[src/rtl/imm_gen_pkg.sv]
// imm_gen_pkg: opcode map, immediate format enum and data width for the immediate generator
package imm_gen_pkg;
    localparam int IMM_W = 16;
    localparam logic [3:0] OP_R    = 4'h0;
    localparam logic [3:0] OP_ADDI = 4'h1;
    localparam logic [3:0] OP_LW   = 4'h2;
    localparam logic [3:0] OP_SW   = 4'h3;
    localparam logic [3:0] OP_LUI  = 4'h4;
    localparam logic [3:0] OP_ORI  = 4'h5;
    localparam logic [3:0] OP_BEQ  = 4'h6;
    localparam logic [3:0] OP_BNE  = 4'h7;
    localparam logic [3:0] OP_BLT  = 4'h8;
    localparam logic [3:0] OP_JAL  = 4'h9;
    localparam logic [3:0] OP_JALR = 4'hA;
    localparam logic [3:0] OP_SLLI = 4'hB;
    localparam logic [3:0] OP_SRLI = 4'hC;
    typedef enum logic [2:0] {
        FMT_R, FMT_I, FMT_U, FMT_Z, FMT_B, FMT_J, FMT_S, FMT_NONE
    } imm_fmt_t;
endpackage

[src/rtl/imm_decode.sv]
// imm_decode: combinational opcode-to-immediate-format decoder
module imm_decode
    import imm_gen_pkg::*;
(
    input  logic [3:0] op,
    output imm_fmt_t   fmt
);
    always_comb begin
        fmt = FMT_NONE;
        case (op)
            OP_R:                         fmt = FMT_R;
            OP_ADDI, OP_LW, OP_SW, OP_JALR: fmt = FMT_I;
            OP_LUI:                       fmt = FMT_U;
            OP_ORI:                       fmt = FMT_Z;
            OP_BEQ, OP_BNE, OP_BLT:       fmt = FMT_B;
            OP_JAL:                       fmt = FMT_J;
            OP_SLLI, OP_SRLI:             fmt = FMT_S;
            default:                      fmt = FMT_NONE;
        endcase
    end
endmodule

[src/rtl/imm_gen_component.sv]
// imm_gen_component: decodes the instruction format and registers the extended/shifted immediate
module imm_gen_component
    import imm_gen_pkg::*;
(
    input  logic             clock,
    input  logic             reset,
    input  logic [IMM_W-1:0] inst,
    output logic [IMM_W-1:0] out
);
    imm_fmt_t         fmt;
    logic [IMM_W-1:0] imm;

    imm_decode u_decode (.op(inst[3:0]), .fmt(fmt));

    // each arm reads only its own field, so unused bits cannot leak into out
    always_comb begin
        imm = '0;
        case (fmt)
            FMT_I:   imm = {{8{inst[15]}}, inst[15:8]};
            FMT_U:   imm = {inst[15:8], 8'h00};
            FMT_Z:   imm = {8'h00, inst[15:8]};
            FMT_B:   imm = {{7{inst[15]}}, inst[15:8], 1'b0};
            FMT_J:   imm = {{3{inst[15]}}, inst[15:4], 1'b0};
            FMT_S:   imm = {12'h000, inst[15:12]};
            default: imm = '0;
        endcase
    end

    always_ff @(posedge clock or posedge reset)
        if (reset) out <= '0;
        else       out <= imm;
endmodule

[config.mk]
export PLATFORM = sky130hd
export DESIGN_NAME = imm_gen_component
export DESIGN_NICKNAME = d
export VERILOG_FILES = /design/src/rtl/imm_gen_pkg.sv /design/src/rtl/imm_decode.sv /design/src/rtl/imm_gen_component.sv
export SDC_FILE = /design/constraint.sdc
export NUM_CORES = 1
export LEC_CHECK = 0
export ABC_AREA = 1
export CORE_MARGIN = 1.5
export CORE_UTILIZATION = 40
export DETAILED_ROUTE_END_ITERATION = 7
export PLACE_DENSITY = 0.73
export SYNTH_ARGS = -nofsm -noshare
export SYNTH_HDL_FRONTEND = slang
export SYNTH_SLANG_ARGS = --single-unit
[constraint.sdc]
create_clock -name clock -period 1.1 [get_ports clock]
set_input_delay 0.11 -clock clock [delete_from_list [all_inputs] [get_ports clock]]
set_output_delay 0.11 -clock clock [all_outputs]
set_load 0.02 [all_outputs]
## Word-level counts from Yosys, hierarchy flattened

Memory sizes are Yosys's and may differ from the RTL's.
Index checks and enable logic that the tools add are counted.

| word-level totals | value |
|---|---|
| bits in registers | 16 |
| memory bits (read-only) | 48 |
| input bits | 18 |
| word-level logic and storage cells | 9 |
| memories | 1 |

| cells by class | value |
|---|---|
| eq/ne operators | 6 |
| mux-type cells | 1 |

Memories:

| memory | words | width | read ports | clocked after memory_dff | write ports | line | text |
|---|---|---|---|---|---|---|---|
| (name not given) | 16 | 3 | 1 | 0 | 0 | imm_decode.sv:10 | `case (op)` |

Operators with widths:

| operator | number |
|---|---|
| $pmux 16 s6 | 1 |
| $eq 3x3->1 const B | 3 |
| $eq 3x2->1 const B | 2 |
| $eq 3x1->1 const B | 1 |

## Longest topological paths before layout

An unclocked memory read counts as a cell.

| depth | value |
|---|---|
| word-level depth | 3 |
| depth in mapped cells | 10 |

## Hierarchy

Synthesis repeated with hierarchy kept, for this count alone.

| second synthesis, totals | value |
|---|---|
| cells, all modules | 121 |
| area, all modules | 968.4 um2 |

By module, submodules not included:

| module | instances | cells each | area each (um2) |
|---|---|---|---|
| imm_gen_component | 1 | 103 | 860.8 |
| imm_decode | 1 | 18 | 107.6 |

## Least setup slack after synthesis

Ideal clock, no wire load.

| timing | value |
|---|---|
| path type | input -> register |
| start | input inst[0] |
| end | register out[11] |
| library setup time | 133 ps |
| arrival time | 1,009 ps |
| path slack | -42 ps |
| stages | 9 |
| cells stage by stage | inv_1 ha_1 inv_1 nand2_1 nand3_1 nand2_4 buf_6 nand3_1 nand4_1 |

| on the way | value |
|---|---|
| longest elaborated chain between the ends | 3 |
| elaborated cells between the ends (all ways) | 8 |
| those cells by class | 6 x eq/ne; 1 x mux; 1 x memory |

RTL lines:

| what | line | text |
|---|---|---|
| start: declaration | imm_gen_component.sv:7 | `input logic [IMM_W-1:0] inst,` |
| $mem_v2 16x3 * | - |  |
| $eq 3x3->1 (tied with other cells) | imm_gen_component.sv:18 | `case (fmt)` |
| $pmux 16 s6 * | imm_gen_component.sv:18 |  |
| via imm[11] | imm_gen_component.sv:11 | `logic [IMM_W-1:0] imm;` |
| end signal: assignment | imm_gen_component.sv:31 | `else out <= imm;` |
| end: declaration | imm_gen_component.sv:8 | `output logic [IMM_W-1:0] out` |

Mark *: on every way through the listed nets, which the timed path passes. The rest lies on a longest branch.

## Final worst setup path

| timing | value |
|---|---|
| start | register out[2] |
| end | output out[2] |

No word-level cell between the ends.

==> metrics.txt <==
Sink Count 16; status complete, no violations; clock-pin slew on the worst setup and hold paths 0.09 ns; share of the synthesized area in the top cell type 0.418; distinct cell type count after synthesis 18; CP required around 1 ns; Static Leakage 0.712 nW; Max Freq 943 MHz; wire per inst 13.3 um; drt first pass iters 4; pin count of the biggest net entering global routing 17; # fillers 212; Max IR drop VDD 589 uV; WS Path Type reg2out; # Max-Cap Violations 0; worst hold margin approximately 0.14 ns; Most flops, register out; HP Class in2async; fin worst setup slack 0.0394 ns; Final min period approximately 1.1 ns; synth top area cells dfrtp_1 (42%), nand3_1 (14%), nand4_1 (9.1%); endpoints failing setup 0; RSZ-0062 raised after global routing no; Inserted Diodes 0; Die X roughly 52 um; Core ar. 2230 um^2; synth warn 0; clk root buf clkbuf_4; Largest register FFs 16; Post-Place Setup Slack -0.706 ns; vias in the first global route a little under 1000; Site Rows 17; CP max stage delay 0.36 ns; Startpoint Class register; fin nets 182; delay-heaviest family, CP flip-flops; GRT Overall Usage 0.203; post-DP HPWL 1.94 mm; # DRC 0; synthesized flop and latch total 16; final hold violations 0; Power Density 1080 nW/um^2; total CTS buffers 3; Critical Path Fanout Max 1; synthesized instance count 114; routed vias/inst 5.50; H-tree level count 1; area growth from synthesis to layout 51.6%; Initial Util 0.429; arrival time at the worst endpoint 0.95 ns; Syn Nets 135; synthesized area around 960 um^2; hold_buf cts 0; fraction of layout instances using a drive strength above 1 0.258; input/output buffers 33; Routability Congestion a little over 0.8; Fin Setup TNS 0 ns; first-pass GRT wire length 4.13 mm; Top Registers out: 16 flops; final antenna-violating net count 0; Vias 1028; final period utilization 0.964; placed cell area 1410 um^2; Worst slew margin 0.835; Synth area leader dfrtp_1; Slew @ Worst Pin between 0.2 and 0.25 ns; Slowest-stage cell, CP dfrtp_1; sequential element share of the synthesized area 0.418; crit end category output pin; CTS tree done; total wire length 2.49 mm; Max Slew Vio Count 0; Total Power 0.00156 W; finished layout cell area 1450 um^2; area of the die 2700 um^2; Syn Area/Cell 8.41 um^2; Worst Path Buf+Inv 1; crit-path cells dlygate4sd2_1; GRT overflow 0; antenna violations before repair 0; Max clock buf depth 2; number of DRC markers in iteration 0 48; Ports 34; Die Span Y 52.0 um
==> tightest hold or removal path, stage by stage <==
cell and delay (ns):
clkdlybuf4s50_1 0.40, inv_1 0.06, buf_4 0.22
==> layer usage <==
layer / global-route usage / vias up / routed length [um]
met2: 0.376 / 63 / 1290
met3: 0.0287 / 4 / 184
met1: 0.244 / 479 / 988
met5: 0 / - / 0
li1: - / 482 / -
met4: 0.0482 / 0 / 25
==> cell usage after synthesis, drive strengths merged <==
cell type / instances
nand4: 14
ha: 3
dfrtp: 16
inv: 12
o21ai: 5
nand2: 26
buf: 5
nor2: 2
nor3: 1
a21oi: 2
nand3: 28
==> power breakdown <==
group          total (W)  internal, W  switching [W]
combinational   0.000604     0.000252       0.000352
sequential      0.000671     0.000654      0.0000165
clock           0.000289     0.000127       0.000162
total            0.00156      0.00103       0.000530
==> layout make-up <==
cell class / instances / area, um^2 / share of cell area
well taps: 28 / 35.0 / 0.0241
repair buffers: 47 / 425 / 0.293
clock buffers: 3 / 22.5 / 0.0155
inverters: 12 / 50.0 / 0.0345
flip-flops and latches: 16 / 400 / 0.276
multi-input cells: 81 / 519 / 0.357
==> worst paths after layout <==
path | slack (ns) | depth (start not counted) | endpoint | startpoint
setup / recovery | 0.04 | 1 | out[2] | out[2]
hold / removal | 0.14 | 3 | out[4] | reset
max in group asynchronous | 0.78 | 3 | out[6] | reset
min in group clock | 0.37 | 6 | out[12] | inst[1]
==> what timing repair did <==
| action | in CTS | in global routing |
|---|---|---|
| setup buffers | 0 | 1 |
| endpoints found under the setup margin | 32 | 17 |
| pin swaps | 3 | 2 |
| gates resized for setup | 31 | 14 |
==> cell usage in the layout (no fill, tap or decap), drive strengths merged, types with 3 or more instances in the layout <==
cell type and instances:
clkdlybuf4s50 13, nand4 14, nand2 26, nand3 28
ha 3, dlygate4sd2 11, o21ai 5, buf 16
dfrtp 16, clkdlybuf4s15 7, clkbuf 3, inv 12
==> logic make-up after synthesis <==
logic type	count (synthesis)	synth area share
buf+inv	17	0.0979
flops	16	0.418
fa+ha+maj	3	0.0392
compound gates	7	0.0365
simple gates	71	0.409
==> per-stage QoR <==
step | instances | utilization
after floorplan | 114 | -
after CTS | 186 | 0.636
after detailed placement | 183 | 0.631
after global routing | 187 | 0.650
final | 187 | 0.650
after global placement | 183 | 0.631
(Power assumes the default switching activity.)
